$ cat src/rtl/brainhack_io_pkg.sv
// brainhack_io_pkg: opcodes, FSM states, error codes and decode classes
// shared by the Brainfuck execution core.
package brainhack_io_pkg;

    localparam logic [3:0] OP_OUT   = 4'h0;
    localparam logic [3:0] OP_IN    = 4'h1;
    localparam logic [3:0] OP_INC   = 4'h2;
    localparam logic [3:0] OP_DEC   = 4'h3;
    localparam logic [3:0] OP_RIGHT = 4'h4;
    localparam logic [3:0] OP_LEFT  = 4'h5;
    localparam logic [3:0] OP_OPEN  = 4'h6;
    localparam logic [3:0] OP_CLOSE = 4'h7;

    localparam logic [1:0] ERR_NONE      = 2'b00;
    localparam logic [1:0] ERR_OVERFLOW  = 2'b01;
    localparam logic [1:0] ERR_UNDERFLOW = 2'b10;
    localparam logic [1:0] ERR_UNMATCHED = 2'b11;

    typedef enum logic [2:0] {
        S_IDLE, S_RUN, S_SKIP, S_OUT, S_IN, S_HALT, S_ERROR
    } state_t;

    // dec selects the second opcode of each pair: ',' '-' '<' ']'
    typedef struct packed {
        logic tape;
        logic ptr;
        logic loop;
        logic io;
        logic halt;
        logic dec;
    } op_class_t;

endpackage

$ cat src/rtl/brainhack_io_decode.sv
// brainhack_io_decode: combinational opcode to instruction-class flags.
module brainhack_io_decode
    import brainhack_io_pkg::*;
(
    input  logic [3:0] opcode,
    output op_class_t  cls
);

    assign cls.halt = opcode[3];
    assign cls.io   = !opcode[3] && opcode[2:1] == 2'd0;
    assign cls.tape = !opcode[3] && opcode[2:1] == 2'd1;
    assign cls.ptr  = !opcode[3] && opcode[2:1] == 2'd2;
    assign cls.loop = !opcode[3] && opcode[2:1] == 2'd3;
    assign cls.dec  = opcode[0];

endmodule

$ cat src/rtl/brainhack_io.sv
// brainhack_io: Brainfuck core with byte I/O handshakes, halt and error reporting.
// Define BRAINHACK_RETIRE_COUNT_EN to add the o_retired instruction counter.
module brainhack_io
    import brainhack_io_pkg::*;
#(
    parameter int TAPE_DATA_WIDTH  = 8,
    parameter int TAPE_ADDR_WIDTH  = 8,
    parameter int PRG_ADDR_WIDTH   = 8,
    parameter int STACK_ADDR_WIDTH = 4
) (
    input  logic                        i_clock,
    input  logic                        i_reset_n,
    input  logic                        i_start,
    input  logic [3:0]                  i_prgmem_data,
    output logic [PRG_ADDR_WIDTH-1:0]   o_prgmem_addr,
    input  logic [TAPE_DATA_WIDTH-1:0]  i_tape_data,
    output logic [TAPE_ADDR_WIDTH-1:0]  o_tape_addr,
    output logic [TAPE_DATA_WIDTH-1:0]  o_tape_data,
    output logic                        o_tape_in,
    input  logic [PRG_ADDR_WIDTH-1:0]   i_stack_data,
    output logic [STACK_ADDR_WIDTH-1:0] o_stack_addr,
    output logic [PRG_ADDR_WIDTH-1:0]   o_stack_data,
    output logic                        o_stack_in,
    output logic [TAPE_DATA_WIDTH-1:0]  o_out_data,
    output logic                        o_out_valid,
    input  logic                        i_out_ready,
    input  logic [TAPE_DATA_WIDTH-1:0]  i_in_data,
    input  logic                        i_in_valid,
    output logic                        o_in_ready,
`ifdef BRAINHACK_RETIRE_COUNT_EN
    output logic [31:0]                 o_retired,
`endif
    output logic                        o_busy,
    output logic                        o_halted,
    output logic [1:0]                  o_error
);

    localparam int DW = STACK_ADDR_WIDTH + 1;
    localparam logic [STACK_ADDR_WIDTH-1:0] SP_MAX    = '1;
    localparam logic [DW-1:0]               DEPTH_MAX = '1;
    localparam logic [DW-1:0]               DEPTH_ONE = DW'(1);

    state_t                      state, state_nx;
    logic [PRG_ADDR_WIDTH-1:0]   pc, pc_nx, pc_inc;
    logic [TAPE_ADDR_WIDTH-1:0]  ptr, ptr_nx;
    logic [STACK_ADDR_WIDTH-1:0] sp, sp_nx;
    logic [DW-1:0]               depth, depth_nx;
    logic [1:0]                  err, err_nx;
    logic [TAPE_DATA_WIDTH-1:0]  out_data, out_data_nx;
    logic                        cell_zero, start_ok;
    op_class_t                   cls;

    brainhack_io_decode u_decode (
        .opcode (i_prgmem_data),
        .cls    (cls)
    );

    assign pc_inc    = pc + 1'b1;
    assign cell_zero = i_tape_data == '0;
    assign start_ok  = i_start && (state == S_IDLE || state == S_HALT || state == S_ERROR);

    always_ff @(posedge i_clock or negedge i_reset_n) begin
        if (!i_reset_n) begin
            state    <= S_IDLE;
            pc       <= '0;
            ptr      <= '0;
            sp       <= '0;
            depth    <= '0;
            err      <= ERR_NONE;
            out_data <= '0;
        end else begin
            state    <= state_nx;
            pc       <= pc_nx;
            ptr      <= ptr_nx;
            sp       <= sp_nx;
            depth    <= depth_nx;
            err      <= err_nx;
            out_data <= out_data_nx;
        end
    end

    always_comb begin
        state_nx     = state;
        pc_nx        = pc;
        ptr_nx       = ptr;
        sp_nx        = sp;
        depth_nx     = depth;
        err_nx       = err;
        out_data_nx  = out_data;
        o_tape_in    = 1'b0;
        o_tape_data  = i_tape_data;
        o_stack_in   = 1'b0;
        o_stack_addr = sp;
        o_stack_data = pc_inc;
        case (state)
            S_IDLE, S_HALT, S_ERROR: if (start_ok) begin
                state_nx = S_RUN;
                pc_nx    = '0;
                ptr_nx   = '0;
                sp_nx    = '0;
                depth_nx = '0;
                err_nx   = ERR_NONE;
            end
            S_RUN: begin
                if (cls.halt) begin
                    state_nx = S_HALT;
                end else if (cls.io) begin
                    state_nx    = cls.dec ? S_IN : S_OUT;
                    out_data_nx = cls.dec ? out_data : i_tape_data;
                end else if (cls.tape) begin
                    o_tape_in   = 1'b1;
                    o_tape_data = cls.dec ? i_tape_data - 1'b1 : i_tape_data + 1'b1;
                    pc_nx       = pc_inc;
                end else if (cls.ptr) begin
                    ptr_nx = cls.dec ? ptr - 1'b1 : ptr + 1'b1;
                    pc_nx  = pc_inc;
                end else if (!cls.dec) begin
                    if (cell_zero) begin
                        depth_nx = DEPTH_ONE;
                        pc_nx    = pc_inc;
                        state_nx = S_SKIP;
                    end else if (sp == SP_MAX) begin
                        state_nx = S_ERROR;
                        err_nx   = ERR_OVERFLOW;
                    end else begin
                        o_stack_in = 1'b1;
                        sp_nx      = sp + 1'b1;
                        pc_nx      = pc_inc;
                    end
                end else if (sp == '0) begin
                    state_nx = S_ERROR;
                    err_nx   = ERR_UNDERFLOW;
                end else begin
                    // ']' peeks the loop head; the entry is popped only on exit
                    o_stack_addr = sp - 1'b1;
                    pc_nx        = cell_zero ? pc_inc : i_stack_data;
                    sp_nx        = cell_zero ? sp - 1'b1 : sp;
                end
            end
            S_SKIP: begin
                if (cls.halt || (cls.loop && !cls.dec && depth == DEPTH_MAX)) begin
                    state_nx = S_ERROR;
                    err_nx   = ERR_UNMATCHED;
                end else begin
                    pc_nx    = pc_inc;
                    depth_nx = !cls.loop ? depth : cls.dec ? depth - 1'b1 : depth + 1'b1;
                    state_nx = (cls.loop && cls.dec && depth == DEPTH_ONE) ? S_RUN : S_SKIP;
                end
            end
            S_OUT: if (i_out_ready) begin
                pc_nx    = pc_inc;
                state_nx = S_RUN;
            end
            S_IN: if (i_in_valid) begin
                o_tape_in   = 1'b1;
                o_tape_data = i_in_data;
                pc_nx       = pc_inc;
                state_nx    = S_RUN;
            end
            default: state_nx = S_IDLE;
        endcase
    end

    assign o_prgmem_addr = pc;
    assign o_tape_addr   = ptr;
    assign o_out_data    = out_data;
    assign o_out_valid   = state == S_OUT;
    assign o_in_ready    = state == S_IN;
    assign o_busy        = state == S_RUN || state == S_SKIP || state == S_OUT || state == S_IN;
    assign o_halted      = state == S_HALT;
    assign o_error       = err;

`ifdef BRAINHACK_RETIRE_COUNT_EN
    logic retire;
    // An instruction retires when RUN continues (or enters SKIP), or an I/O handshake completes
    assign retire = (state == S_RUN && (state_nx == S_RUN || state_nx == S_SKIP)) ||
                    ((state == S_OUT || state == S_IN) && state_nx == S_RUN);

    always_ff @(posedge i_clock or negedge i_reset_n) begin
        if (!i_reset_n)
            o_retired <= '0;
        else if (start_ok)
            o_retired <= '0;
        else if (retire && o_retired != '1)
            o_retired <= o_retired + 1'b1;
    end
`endif

endmodule
$ cat config.mk
export PLATFORM = sky130hd
export DESIGN_NAME = brainhack_io
export DESIGN_NICKNAME = d
export VERILOG_FILES = /design/src/rtl/brainhack_io_pkg.sv /design/src/rtl/brainhack_io_decode.sv /design/src/rtl/brainhack_io.sv
export SDC_FILE = /design/constraint.sdc
export NUM_CORES = 1
export LEC_CHECK = 0
export CORE_ASPECT_RATIO = 0.9
export CORE_MARGIN = 4
export CORE_UTILIZATION = 30
export CTS_BUF_LIST = sky130_fd_sc_hd__clkbuf_16
export CTS_CLUSTER_SIZE = 30
export DETAILED_ROUTE_END_ITERATION = 12
export GPL_ROUTABILITY_DRIVEN = 1
export PLACE_DENSITY_LB_ADDON = 0.15
export SLEW_MARGIN = 10
export SYNTH_ARGS = -nofsm -noshare
export SYNTH_HDL_FRONTEND = slang
export SYNTH_SLANG_ARGS = --single-unit
$ cat constraint.sdc
create_clock -name i_clock -period 2.8 [get_ports i_clock]
set_clock_uncertainty 0.1 [all_clocks]
set_input_delay 0.56 -clock i_clock [delete_from_list [all_inputs] [get_ports i_clock]]
set_output_delay 0.56 -clock i_clock [all_outputs]
set_load 0.005 [all_outputs]
# After elaboration in Yosys (flattened, before gate mapping)
# Cells that the tools add are included.
[op_classes] eq_ne=37 n_addsub=9 bitwise_logic=2 n_reduce_logical=32 mux=94
[op_table] operator="$mux W8" count=23
[op_table] operator="$mux W4" count=17
[op_table] operator="$mux W5" count=10
[op_table] operator="$pmux W8 S5" count=1
[op_table] operator="$mux W3" count=13
[op_table] operator="$pmux W8 S2" count=2
[op_table] operator="$reduce_and A10 Y1" count=3
[op_table] operator="$add A8 B1 Y8 const B" count=3
[op_table] operator="$ne A2 B2 Y1 const B" count=12
[op_table] operator="$mux W2" count=11
[op_table] operator="$ne A3 B3 Y1 const B" count=6
[op_table] operator="$sub A8 B1 Y8 const B" count=2
[op_table] operator="$pmux W3 S5" count=1
[op_table] operator="$pmux W5 S3" count=1
[op_table] operator="$mux W1" count=12
[op_table] operator="$ne A6 B6 Y1 const B" count=2
[op_table] operator="$ne A5 B5 Y1 const B" count=2
[op_table] operator="$eq A3 B3 Y1 const B" count=3
[op_table] operator="$logic_and A1 B1 Y1" count=9
[op_table] operator="$reduce_and A9 Y1" count=1
[op_table] operator="$logic_not A8 Y1" count=1
[op_table] operator="$ne A4 B4 Y1 const B" count=2
[op_table] operator="$pmux W4 S2" count=1
[op_table] operator="$reduce_and A7 Y1" count=1
[op_table] operator="other kinds (26)" count=35
[totals] output_inout_bits=52 in_bits=33 ff_bits=38 word_cells=181

# Depth between registers and ports, before layout
# Gate-level depths: netlist of run 1.
[depth] ltp_word=9 ltp_mapped=10 mapped_depth_nobuf=9

# Cells and area by module
# From an unflattened synthesis of run 1, not the netlist that was laid out.
[unflattened] cells_unflattened=387 hier_area_um2=3285.7
[modules_own_cells] module="brainhack_io" area_per_inst_um2=3240.6 n_inst=1 seq_area_each_um2=950.9 cells_each=381
[modules_own_cells] module="brainhack_io_decode" area_per_inst_um2=45.0 n_inst=1 seq_area_each_um2=0.0 cells_each=6

# Worst setup path before layout of run 1
# No wires, ideal clock.
[synth_path] path_type="register -> output" from="reg state[2]" to="out o_stack_addr[3]" arrival_ps=1918 setup_slack_ps=222 stages_incl_launch_ff=8 path_buffers=2 required_time_ps=2140 cell_sequence="dfrtp_1 > clkbuf_1 > nand2b_1 > nor2_1 > clkbuf_1 > nand3_1 > nor4_1 > mux2_2"
[synth_via] elab_chain_cells=2
[synth_lines] element="start, declared" line="brainhack_io.sv:43" rtl="state_t state, state_nx;"
[synth_lines] element="start signal, assigned" line="brainhack_io.sv:72" rtl="state <= state_nx;"
[synth_lines] element="$eq A3 B1 Y1" line="brainhack_io.sv:95" rtl="case (state)"
[synth_lines] element="$mux W4" line="brainhack_io.sv:95"
[synth_lines] element="end, declared" line="brainhack_io.sv:21" rtl="output logic [STACK_ADDR_WIDTH-1:0] o_stack_addr,"
# No other way between the ends.

# Worst setup path in the final report of run 1
[layout_path] from="in i_prgmem_data[0]" to="out o_tape_data[7]"
[layout_via] elab_chain_cells=5
[layout_lines] element="start, declared" line="brainhack_io.sv:14" rtl="input logic [3:0] i_prgmem_data,"
[layout_lines] element="$mux W8" line="brainhack_io.sv:112" rtl="o_tape_data = cls.dec ? i_tape_data - 1'b1 : i_tape_data + 1'b1;"
[layout_lines] element="$mux W8" line="brainhack_io.sv:110" rtl="end else if (cls.tape) begin"
[layout_lines] element="$mux W8" line="brainhack_io.sv:107" rtl="end else if (cls.io) begin"
[layout_lines] element="$mux W8" line="brainhack_io.sv:105" rtl="if (cls.halt) begin"
[layout_lines] element="$pmux W8 S2" line="brainhack_io.sv:95"
[layout_lines] element="end, declared" line="brainhack_io.sv:18" rtl="output logic [TAPE_DATA_WIDTH-1:0] o_tape_data,"
# No other way between the ends.

==> key figures, run 1 <==
Outcome
  • Outcome: complete, but fails checks
  • Violated checks: setup timing

Critical path
  • Critical path class: input port to primary output
  • WP depth: 9
  • Family with the most delay on the worst path: compound AO/OA/AOI/OAI gates
  • Slowest Stage Delay on Critical Path: 400 ps
  • CP bufs+invs: 2
  • Req. time, crit path: 2140 ps
  • R2R Path End: o_prgmem_addr[7]
  • Endpoint class of the critical path: primary output
  • CP max stage cell: o41ai_2
  • Worst R2R Path Depth: 10
  • Worst setup path end: o_tape_data[7]
  • Worst-path fanout max: 6
  • Critical path origin: i_prgmem_data[0]
  • CP Data Arrival Time: 2240 ps
  • Crit start category: input port
  • CP cell instances: buf_12, ha_4, a21oi_2, o211ai_1, o41ai_2, xnor2_1, o21a_1, o22a_1, buf_2
  • Reg-to-reg slack, setup: 310 ps
  • Worst r2r src: sp[0]

CTS
  • H-tree depth reported by CTS: 2
  • CTS clk-pin slew, worst paths: 60 ps
  • Clock root cell: clkbuf_16
  • Hold Buf Count CTS: 0
  • CTS tree: yes
  • Clk sink count: 38
  • Latest clock arrival within the worst-skew pair: 280 ps
  • Cts bufs inserted: 5
  • Max clock buf depth: 2

Floorplanning
  • Die area: 12700 um2
  • Io pins: 85
  • Starting Density: 31.3%
  • Core area: 10500 um2
  • Width of the die: 118 um
  • Die Y: 107 um
  • Num rows: 35

Layout
  • Ratio of cells with drive above 1 in the final layout: 27.1%
  • Nets: 592
  • Most frequent cells in the layout: 68 x buf_4, 60 x clkdlybuf4s50_1, 36 x dfrtp_1
  • Area Growth Syn to Fin: 56.8%
  • Post-route cell area: 5140 um2
  • Final std cells w/o fill: 667
  • Diode count: 0
  • Commonest non-fill, non-tap cell in the layout: buf_4

Placed design
  • Area of placed instances: 4690 um2
  • Port Buf Inserts: 84
  • Dpl hpwl: 8.10 mm
  • Inst Count DP: 648
  • Pre-CTS setup slack: -835 ps
  • RePlAce Congestion: 0.853

STA
  • Setup WS post-layout: -102 ps
  • Fin. Hold Viols: 0
  • Worst-margin pin slew: 916 ps
  • TNS Setup: -102 ps
  • Fin crit share: 104%
  • Slew headroom: 39.0%
  • RSZ-0062 raised after global routing: yes
  • Crit path time final: 2900 ps
  • Max Freq: 345 MHz
  • Max-slew violation count: 0
  • Setup violators final: 1

Yosys
  • Sequential area share after synthesis: 29.0%
  • Post-Synth Adder-Cell Area: 8.47%
  • Syn_nets: 444
  • Top_reg_cell synth: dfrtp_1
  • Post-synthesis xor/xnor area fraction: 5.88%
  • Largest family of logic cells by synthesized area: compound AO/OA/AOI/OAI gates
  • FFs w/ async S/R, synth: 100%
  • Yosys warnings: 0
  • Syn_area_per_cell: 8.41 um2
  • Library cells used by synthesis: 59
  • Mux contribution to synthesized area: 5.99%
  • Compound-gate portion of the synthesized area: 24.3%
  • Simple-gate portion of the synthesized area: 21.8%
  • Post-synth EDFFs: 0
  • Synthesized area: 3280 um2
  • Cells after Synth: 390
  • Flops & latches, synth: 38

Global routing
  • First-pass GRT wire length: 17.5 mm
  • Vias in the first global route: 3455
  • Overall routing resource usage: 16.7%
  • Largest net degree at the start of global routing: 39
  • Initial antenna violation count: 0
  • GRT overflow: 0

Detailed routing
  • WL final: 10.7 mm
  • Via total after detailed routing: 3470
  • Vias per cell: 5.20
  • Metal1 wirelength: 4.99 mm
  • Met3 wire len: 611 um
  • DRT Pass-1 Iters: 4
  • Met2 WL: 4.99 mm
  • Residual DRC count: 0
  • Top sig layer: met4
  • DRT antenna net count: 0
  • Routed wire per std cell: 16.0 um
  • Iteration-0 DRC Markers: 141

Power and ir drop
  • Final Total Pwr: 4.55 mW
  • Max VDD drop: 0.000355 V
  • PD cells: 884 nW/um2
  • Leak: 2.30 nW

Hold path
  • HP Class: input port to async pin

Run
  • Maximum capacitance violations: 0
## flip-flops by register name (all words and copies together) (netlist names)
register,count
sp,4
o_out_data,8
state,3
depth,5
o_tape_addr,8
o_error,2
o_prgmem_addr,8
## cells in the mapped netlist (2+ instances only)
| library cell | count | area [um2] |
|---|---|---|
| a211o_1 | 2 | 17.5 |
| a211oi_1 | 3 | 22.5 |
| a21boi_0 | 4 | 30.0 |
| a21o_1 | 3 | 22.5 |
| a21oi_1 | 35 | 175 |
| a221o_1 | 2 | 20.0 |
| a22o_1 | 6 | 52.6 |
| a22oi_1 | 4 | 30.0 |
| and3_1 | 10 | 62.6 |
| buf_1 | 5 | 18.8 |
| clkbuf_1 | 14 | 52.6 |
| dfrtp_1 | 38 | 951 |
| fa_1 | 2 | 40.0 |
| ha_1 | 19 | 238 |
| inv_1 | 21 | 78.8 |
| mux2_2 | 13 | 146 |
| mux2i_1 | 5 | 50.1 |
| nand2_1 | 29 | 109 |
| nand2b_1 | 3 | 18.8 |
| nand3_1 | 15 | 75.1 |
| nand3b_1 | 2 | 15.0 |
| nand4_1 | 2 | 12.5 |
| nand4b_1 | 2 | 17.5 |
| nor2_1 | 30 | 113 |
| nor2b_1 | 5 | 31.3 |
| nor3_1 | 9 | 45.0 |
| nor3b_1 | 6 | 45.0 |
| nor4_1 | 2 | 12.5 |
| nor4b_1 | 2 | 17.5 |
| o211ai_1 | 6 | 45.0 |
| o21a_1 | 2 | 15.0 |
| o21ai_0 | 27 | 135 |
| o21ai_1 | 2 | 10.0 |
| o22ai_1 | 2 | 12.5 |
| o31ai_1 | 7 | 52.6 |
| o41ai_1 | 4 | 35.0 |
| or3_1 | 3 | 18.8 |
| or3b_1 | 2 | 17.5 |
| or4_4 | 2 | 22.5 |
| xnor2_1 | 15 | 131 |
| xor2_1 | 7 | 61.3 |
## power by group
| part | switching (mW) | internal (mW) |
|---|---|---|
| clock | 0.220 | 0.322 |
| combinational | 1.37 | 1.63 |
| sequential | 0.230 | 0.771 |
| total | 1.82 | 2.73 |
## through the flow
stage          hold slack, ps  utilization (%)
6_report                  311             49.1
5_1_grt                   409             49.1
4_1_cts                   353             47.9
3_5_place_dp              383             44.8
3_3_place_gp              378             44.8
2_1_floorplan             164                -
## routing by layer
metal	vias to the layer above	track usage, %
met4	0	3.01
met1	1668	23.2
met2	76	26.6
met5	-	0
li1	1719	-
met3	7	4.17
## repair_timing
action,in CTS,in global routing
buffers inserted,7,6
pin swaps,20,16
setup endpoints to repair,19,21
resized for setup,76,30
## worst reg2reg max path: stages, from the launching register on
cell      delay, ps
dfrtp_2         460
inv_1           110
ha_2            230
nor3b_4         270
buf_4           150
buf_4           110
nand2_1          70
a211oi_2        210
nand4b_1        180
buf_6           160
mux2_2          330
## kinds of logic after synthesis
group	after synthesis
simple gates	131
compound gates	120
buf+inv	40
flops	38
xor+xnor	22
fa+ha+maj	21
mux	18
## layout make-up
cell class / count / area [um2]
multi-input combinational: 312 / 2390
inverter: 21 / 78.8
sequential: 38 / 953
tap: 129 / 161
clock buffer: 5 / 125
timing repair buffer: 160 / 1420
clock inverter: 2 / 10.0
fill: 996 / 5320
## worst min path at each step
stage / endpoint / slack [ps] / depth (start not counted)
after detailed placement: o_error[1] / 380 / 1
final: depth[1] / 310 / 1
after CTS: depth[1] / 350 / 1
after floorplan: depth[0] / 160 / 0
after global placement: o_error[1] / 380 / 1
after global routing: depth[1] / 410 / 1
No activity file was read; power rests on OpenSTA's default activity.
==> run 2, diff against run 1 <==
ABC_CLOCK_PERIOD_IN_PS = 2800   (was default)
CTS_CLUSTER_DIAMETER = 80   (was default)
PLACE_DENSITY_LB_ADDON = default   (was 0.15)
==> key figures, run 2 (synthesis gave the netlist of run 1 again) <==
Outcome
  • Outcome: complete, but fails checks
  • Violated checks: setup timing

Placed design
  • RePlAce Congestion: 0.874 (+2.5%)
  • Dpl hpwl: 7.98 mm (-1.5%)
  • Port Buf Inserts: 84 (unchanged)
  • Pre-CTS setup slack: -915 ps (-79.8 ps)

STA
  • Max Freq: 353 MHz (+2.5%)
  • TNS Setup: -31.5 ps (+70.5 ps)
  • Crit path time final: 2830 ps (-70.5 ps)
  • RSZ-0062 raised after global routing: yes
  • Max-slew violation count: 0 (unchanged)
  • Fin. Hold Viols: 0 (unchanged)
  • Worst-margin pin slew: 930 ps (+14.2 ps)
  • Slew headroom: 38.0% (-0.94 points)
  • Fin crit share: 101% (-2.5 points)
  • Setup WS post-layout: -31.5 ps (+70.5 ps)
  • Setup violators final: 1 (unchanged)

Detailed routing
  • Residual DRC count: 0 (unchanged)
  • Via total after detailed routing: 3453 (-0.49%)
  • Vias per cell: 5.23 (+0.57%)
  • Routed wire per std cell: 16.2 um (+1.2%)
  • DRT Pass-1 Iters: 4 (unchanged)
  • WL final: 10.7 mm (+0.19%)
  • Iteration-0 DRC Markers: 211 (+50%)
  • DRT antenna net count: 0 (unchanged)

CTS
  • CTS clk-pin slew, worst paths: 60 ps (about the same)
  • Latest clock arrival within the worst-skew pair: 290 ps (about the same)
  • Hold Buf Count CTS: 0 (unchanged)
  • CTS tree: yes
  • Max clock buf depth: 2 (unchanged)
  • H-tree depth reported by CTS: 2 (unchanged)
  • Clock root cell: clkbuf_16
  • Clk sink count: 38 (unchanged)
  • Cts bufs inserted: 5 (unchanged)

Layout
  • Area Growth Syn to Fin: 55.9%
  • Diode count: 0 (unchanged)
  • FILL cells: 986 (-1.0%)
  • Register area: 952 um2 (-0.13%)
  • Nets: 584 (-1.4%)
  • Most frequent cells in the layout: 66 x buf_4, 58 x clkdlybuf4s50_1, 37 x dfrtp_1
  • Ratio of cells with drive above 1 in the final layout: 26.2% (-0.96 points)
  • Multi-input gate area: 2390 um2 (-0.26%)
  • Commonest non-fill, non-tap cell in the layout: buf_4

Power and ir drop
  • Max VDD drop: 0.000428 V (+20%)
  • Leak: 2.29 nW (-0.50%)
  • PD cells: 917 nW/um2 (+3.8%)

Floorplanning
  • Io pins: 85 (unchanged)
  • Die area: 12700 um2 (unchanged)
  • Die Y: 107 um (unchanged)
  • Width of the die: 118 um (unchanged)
  • Core area: 10500 um2 (unchanged)
  • Starting Density: 31.3% (unchanged)
  • Num rows: 35 (unchanged)

Global routing
  • Initial antenna violation count: 0 (unchanged)
  • Largest net degree at the start of global routing: 39 (unchanged)
  • Overall routing resource usage: 17.3% (+0.62 points)
  • First-pass GRT wire length: 18.2 mm (+4.0%)
  • GRT overflow: 0 (unchanged)
  • Vias in the first global route: 3615 (+4.6%)

Critical path
  • Req. time, crit path: 2140 ps (about the same)
  • Worst R2R Path Depth: 10 (unchanged)
  • Critical path origin: i_tape_data[2]
  • CP max stage cell: ha_4
  • Crit start category: input port
  • Worst-path fanout max: 4 (-2)
  • Slowest Stage Delay on Critical Path: 290 ps (-110 ps)
  • Worst r2r src: depth[0]
  • Worst setup path end: o_tape_data[7]
  • CP Data Arrival Time: 2170 ps (-70 ps)
  • Reg-to-reg slack, setup: 400 ps (+90 ps)
  • CP cell instances: clkdlybuf4s15_2, ha_4, nand3_2, o211ai_1, o41ai_2, xnor2_1, o21a_1, o22a_1, buf_2
  • Critical path class: input port to primary output
  • Endpoint class of the critical path: primary output
  • R2R Path End: depth[4]

Run
  • Maximum capacitance violations: 0 (unchanged)

Hold path
  • HP Class: input port to async pin
run 2: cell types whose count changed in the layout (fill, tap and decap cells not counted), sizes merged, moves of 2 or more:
cell	previous run	this run
buf	83	74
bufinv	0	2
clkdlybuf4s50	60	58
dlygate4sd2	5	8
run 2: worst min-delay path by stage:
stage                from                to  slack [ps]  cells after the start
4_1_cts         i_reset_n        o_error[0]         350                      1
2_1_floorplan   i_reset_n          depth[0]         160                      0
6_report        i_reset_n  o_prgmem_addr[2]         320                      1
5_1_grt         i_reset_n     o_out_data[1]         410                      1
3_3_place_gp   o_error[1]        o_error[1]         380                      1
3_5_place_dp   o_error[1]        o_error[1]         390                      1
run 2: area by class of cell:
cell class / count / share of cell area [%]
clock buffer: 5 / 2.45
sequential: 38 / 18.6
multi-input combinational: 312 / 46.7
timing repair buffer: 152 / 26.2
tap: 129 / 3.16
clock inverter: 3 / 1.35
inverter: 21 / 1.54
run 2: worst max-delay path, delay by kind of cell:
family	cells	cell delay, ps
AO/OA/AOI/OAI	4	750
XOR/XNOR	1	150
adder cells (fa/ha/maj)	1	290
buffers and inverters	2	340
AND/OR/NAND/NOR	1	70
run 2: routing by layer:
metal | wire length, um | part of all wire (%) | GRT usage (%) | vias up
li1 | - | - | - | 1710
met4 | 121 | 1.1 | 4.35 | 0
met5 | 0 | 0 | 0 | -
met3 | 598 | 5.6 | 3.48 | 8
met1 | 4980 | 47 | 23.0 | 1652
met2 | 5000 | 47 | 29.0 | 83
run 2: where the power goes:
part | internal [mW] | switching, mW | total [mW]
Sequential | 0.769 | 0.238 | 1.01
Clock | 0.512 | 0.239 | 0.751
Combinational | 1.57 | 1.36 | 2.93
Total | 2.85 | 1.84 | 4.69
run 2: timing repair:
item	CTS	global route
buffers inserted	4	2
pin swaps	16	18
setup endpoints to repair	15	14
gates resized for setup	73	27
run 2: metrics by stage:
stage               cells  cell area (um2)  power, mW  util (%)  hold slack, ps
global placement      646             4680       3.78      44.7             382
CTS                   658             5050       4.67      48.2             351
global route          660             5110       5.08      48.8             406
detailed placement    646             4680       3.82      44.7             393
floorplan             390             3280       2.44         -             164
finish                660             5110       4.69      48.8             317
